===== config.mk =====
export PLATFORM = sky130hd
export DESIGN_NAME = gf163_reduce
export DESIGN_NICKNAME = d
export VERILOG_FILES = /design/src/rtl/gf163_reduce.sv
export SDC_FILE = /design/constraint.sdc
export NUM_CORES = 2
export LEC_CHECK = 0
export CORE_MARGIN = 2
export CORE_UTILIZATION = 35
export CTS_BUF_LIST = sky130_fd_sc_hd__clkbuf_4
export DETAILED_ROUTE_END_ITERATION = 12
export PLACE_DENSITY = 0.57
export SLEW_MARGIN = 40
export SYNTH_ARGS = -nofsm -noshare
export SYNTH_HDL_FRONTEND = slang
export SYNTH_SLANG_ARGS = --single-unit
export TNS_END_PERCENT = 50

===== constraint.sdc =====
create_clock -name clk -period 1.8 [get_ports clk]
set_input_delay 0.45 -clock clk [delete_from_list [all_inputs] [get_ports clk]]
set_output_delay 0.45 -clock clk [all_outputs]
set_load 0.01 [all_outputs]

===== src/rtl/gf163_reduce.sv =====
// Reduces a 325-bit unreduced GF(2) product modulo f(x) = x^163 + x^7 + x^6 + x^3 + 1, using two registered folds.
// Latency: out_valid rises 3 cycles after accept, or 2 when GF163_RED_EARLY_EXIT_EN is defined and the second fold is not needed.
// Backpressure: holds the result until out_ready; in_ready is low while folding and follows out_ready in HOLD.
module gf163_reduce (
   input  logic         clk,
   input  logic         rst,
   input  logic         in_valid,
   output logic         in_ready,
   input  logic [324:0] in_prod,
   output logic         out_valid,
   input  logic         out_ready,
   output logic [162:0] out_res,
   output logic         busy
);

   typedef enum logic [1:0] {IDLE, FOLD1, FOLD2, HOLD} state_t;

   state_t        state;
   state_t        state_nxt;

   logic [324:0]  prod_q;
   logic [169:0]  r1_q;
   logic [162:0]  res_q;

   logic [161:0]  h;
   logic [169:0]  r1_c;
   logic [6:0]    h2;
   logic [162:0]  res_c;
   logic          accept;
   logic          early_exit;

   // First fold: x^163 == x^7 + x^6 + x^3 + 1, so the upper 162 bits fold back onto the lower half.
   // The result can spill up to 7 bits past x^162.
   always_comb begin
      h    = prod_q[324:163];
      r1_c = {7'd0, prod_q[162:0]}
           ^ {8'd0, h}
           ^ {5'd0, h, 3'd0}
           ^ {2'd0, h, 6'd0}
           ^ {1'd0, h, 7'd0};
   end

   // Second fold: the 7 spill bits shifted by at most 7 reach degree 13 at most, so nothing is lost.
   always_comb begin
      h2    = r1_q[169:163];
      res_c = r1_q[162:0]
            ^ {156'd0, h2}
            ^ {153'd0, h2, 3'd0}
            ^ {150'd0, h2, 6'd0}
            ^ {149'd0, h2, 7'd0};
   end

`ifdef GF163_RED_EARLY_EXIT_EN
   // When the first fold leaves no spill bits, its low 163 bits are already the final result.
   assign early_exit = (r1_c[169:163] == 7'd0);
`else
   assign early_exit = 1'b0;
`endif

   // State register; reset aborts any in-flight transaction.
   always_ff @(posedge clk) begin
      if (rst) state <= IDLE;
      else     state <= state_nxt;
   end

   // Next-state logic; a retire in HOLD can accept the next product on the same edge.
   always_comb begin
      state_nxt = state;
      case (state)
         IDLE:    if (in_valid) state_nxt = FOLD1;
         FOLD1:   state_nxt = early_exit ? HOLD : FOLD2;
         FOLD2:   state_nxt = HOLD;
         HOLD:    if (out_ready) state_nxt = in_valid ? FOLD1 : IDLE;
         default: state_nxt = IDLE;
      endcase
   end

   // Handshake and status outputs decoded from the state.
   always_comb begin
      in_ready  = 1'b0;
      out_valid = 1'b0;
      busy      = (state != IDLE);
      case (state)
         IDLE:    in_ready = 1'b1;
         HOLD:    begin
                     in_ready  = out_ready;
                     out_valid = 1'b1;
                  end
         default: in_ready = 1'b0;
      endcase
   end

   assign accept = in_valid && in_ready;

   // Datapath registers: the product is sampled only on an accept, and each fold updates only in its own state.
   always_ff @(posedge clk) begin
      if (rst) begin
         prod_q <= '0;
         r1_q   <= '0;
         res_q  <= '0;
      end else begin
         if (accept)
            prod_q <= in_prod;
         if (state == FOLD1) begin
            r1_q <= r1_c;
            if (early_exit)
               res_q <= r1_c[162:0];
         end
         if (state == FOLD2)
            res_q <= res_c;
      end
   end

   assign out_res = res_q;

endmodule


==> flow_summary.json <==
{
  "violations": "setup timing",
  "drive_gt1_frac": 0.226,
  "grt_max_degree": 62,
  "finClkSkew_ns": 0.0852,
  "leakagePower_nw": 17.3,
  "area_delta_synth_final_pct": 48.3,
  "end_kind": "primary output",
  "fin_util": 0.525,
  "ant_nets": 0,
  "reg2reg_from": "state[0]",
  "grt_antenna_before_repair": 9,
  "dr.first_iter.drc_count": 1765,
  "drc": 0,
  "finalHoldViolCount": 0,
  "setup_viol": 308,
  "pin_count": 495,
  "first_pass_iters": 5,
  "syn_area_per_cell_um2": 9.76,
  "ys_ff_latch": 659,
  "vias": 28300,
  "critPathArrivalTime_ns": 2.00,
  "htreeDepth": 4,
  "clock_path_buffers": 3,
  "cts_root_buf": "clkbuf_4",
  "initial_core_util": 0.354,
  "ys_seq_area_frac": 0.428,
  "die_h_um": 301,
  "grt_pass1_vias": 27300,
  "yosys_warnings": 0,
  "holdPathStages": 3,
  "cts_num_sinks": 659,
  "fin_ws_ns": -0.655,
  "p_total_mw": 71.0,
  "crit_type": "reg2out",
  "cts_tree": "done",
  "setup-tns-final_ns": -29.89,
  "drv_slew": 0,
  "rsz0062_at_grt": "yes",
  "core_um2": 87000,
  "tightestPinTransition_ns": 0.517,
  "grt-ovfl-total": 0,
  "p_per_area_nw_per_um2": 1550,
  "n_fill_cell": 7830,
  "globalplace.congestion": 0.834,
  "nets": 4454,
  "io_buffer_count": 494,
  "num_rows": 108,
  "hold_path.class": "in2reg",
  "fmax_mhz": 407,
  "reg2reg_to": "prod_q[257]",
  "die_x_um": 301,
  "final_cell_count_no_fill": 5419,
  "clkLatencyLatePin_ns": 1.10,
  "hpwl_um": 70800,
  "path_max_fanout": 4,
  "dp.cells": 4668,
  "drt-vias-per-instance": 5.21,
  "wl_um": 111000,
  "start_kind": "register",
  "crit_required_ns": 1.35,
  "cap_violations": 0,
  "syn_inst": 3156,
  "relSlewSlack": 0.655,
  "syn-num-nets": 3491,
  "numCtsBuffers": 185,
  "min_from": "in_prod[139]",
  "r2r_slack_ns": -0.09,
  "period_needed_ns": 2.45,
  "hold_end": "prod_q[139]",
  "syn_area_um2": 30800,
  "outcome": "finished with violations",
  "vdd_drop_max_v": 0.000818,
  "min_period_over_period": 1.36,
  "wl_per_cell_um": 20.5,
  "die-area_um2": 90400,
  "r2r_cells": 9,
  "track_usage": 0.224,
  "clk_pin_slew_ns": 0.06,
  "synth_cell_type_count": 30,
  "grt_pass1_wl_um": 159000
}
[layer usage]
metal / track usage / share of wire
met3: 0.0552 / 0.070
met1: 0.296 / 0.44
met2: 0.358 / 0.47
met5: 0 / 0
met4: 0.0783 / 0.025
[cells in the final DEF, fill, tap and decap left out, types with 3 or more instances in the layout]
cell and count:
dfxtp_1 494, nand3_1 471, clkdlybuf4s50_1 327, dlygate4sd3_1 324
o21ai_0 312, a21oi_1 309, clkbuf_4 271, nor2_1 178
buf_6 175, mux2i_1 163, buf_4 159, nand2b_1 158
dfxtp_2 157, xnor3_1 155, o221ai_1 143, xor2_1 86
or3b_1 74, buf_12 54, clkinv_1 32, clkbuf_16 32
xnor2_1 22, a21oi_2 17, a211oi_1 15, diode_2 13
o21ai_1 13, buf_16 13, xor3_1 12, o221ai_2 12
nand3_2 10, or3b_4 8, buf_8 8, dfxtp_4 8
inv_6 7, ha_4 5, inv_2 4, bufinv_16 4
or3b_2 3
[Yosys cell counts (all sizes together)]
master,n,area share
xor3,12,0.0093
xnor3,155,0.11
or3b,85,0.024
and2b,2,0.00049
inv,3,0.00037
o221ai,155,0.044
or2,1,0.00020
a21oi,327,0.053
clkbuf,106,0.014
xor2,86,0.024
nor2,178,0.022
nand3,481,0.078
o21ai,325,0.053
mux2i,163,0.053
xnor2,22,0.0063
nand2b,159,0.032
ha,6,0.0024
dfxtp,659,0.43
a311oi,1,0.00028
buf,212,0.037
a21o,2,0.00049
a31oi,1,0.00020
a211oi,15,0.0037
[critical path, stage by stage, from the launching register on]
cell     delay (ns)
dfxtp_4        0.36
buf_6          0.13
ha_4           0.17
a21oi_4        0.12
nor2_1         0.06
buf_2          0.14
[through the flow]
stage          worst slack (ns)  cell area, um2  hold slack (ns)
2_1_floorplan            0.0538           30800            0.454
3_3_place_gp             -0.377           37700            0.459
3_5_place_dp             -0.374           37700            0.469
4_1_cts                  -0.786           44200           0.0313
5_1_grt                  -0.797           45700            0.102
6_report                 -0.655           45700            0.165
[registers in the layout, indices dropped and copies added (netlist names)]
name,flops
out_res,163
prod_q,325
r1_q,169
state,2
[power by group]
part           switching [mW]  internal, mW  total [mW]
Sequential               3.91          18.5        22.4
Clock                    6.74          7.45        14.2
Combinational            16.6          17.8        34.4
[timing repair]
item	4_1_cts	5_1_grt
gates cloned	4	35
hold buffers	324	0
endpoints found under the setup margin	444	587
pin swaps	3	5
setup buffers	26	33
gates resized for setup	1030	87
endpoints found under the hold margin	505	0
[worst max path at each step]
stage                     to  cells after the start  slack (ns)      start
finish              in_ready                      5       -0.65   state[1]
global route        in_ready                      5       -0.80   state[1]
CTS                 in_ready                      5       -0.79   state[1]
detailed placement  in_ready                      4       -0.37  out_ready
global placement    in_ready                      4       -0.38  out_ready
floorplan           in_ready                      6        0.05   state[0]
[logic make-up after synthesis]
| family | Yosys count | share of synthesized area |
|---|---|---|
| compound gates | 826 | 0.155 |
| xor+xnor | 275 | 0.153 |
| fa+ha+maj | 6 | 0.00244 |
| buf+inv | 321 | 0.0513 |
| flops | 659 | 0.428 |
| mux | 163 | 0.0530 |
| simple gates | 906 | 0.157 |
[cell type report]
| type | count | area, um2 | share of cell area |
|---|---|---|---|
| Clock inverter | 48 | 334 | 0.00731 |
| Inverter | 3 | 11.3 | 0.000246 |
| Antenna cell | 13 | 32.5 | 0.000712 |
| Tap cell | 1155 | 1450 | 0.0316 |
| Clock buffer | 271 | 2030 | 0.0445 |
| Multi-Input combinational cell | 2176 | 16300 | 0.357 |
| Timing Repair Buffer | 1094 | 12100 | 0.264 |
| Sequential cell | 659 | 13400 | 0.294 |
Note: power is estimated with default switching activity, not from simulation.
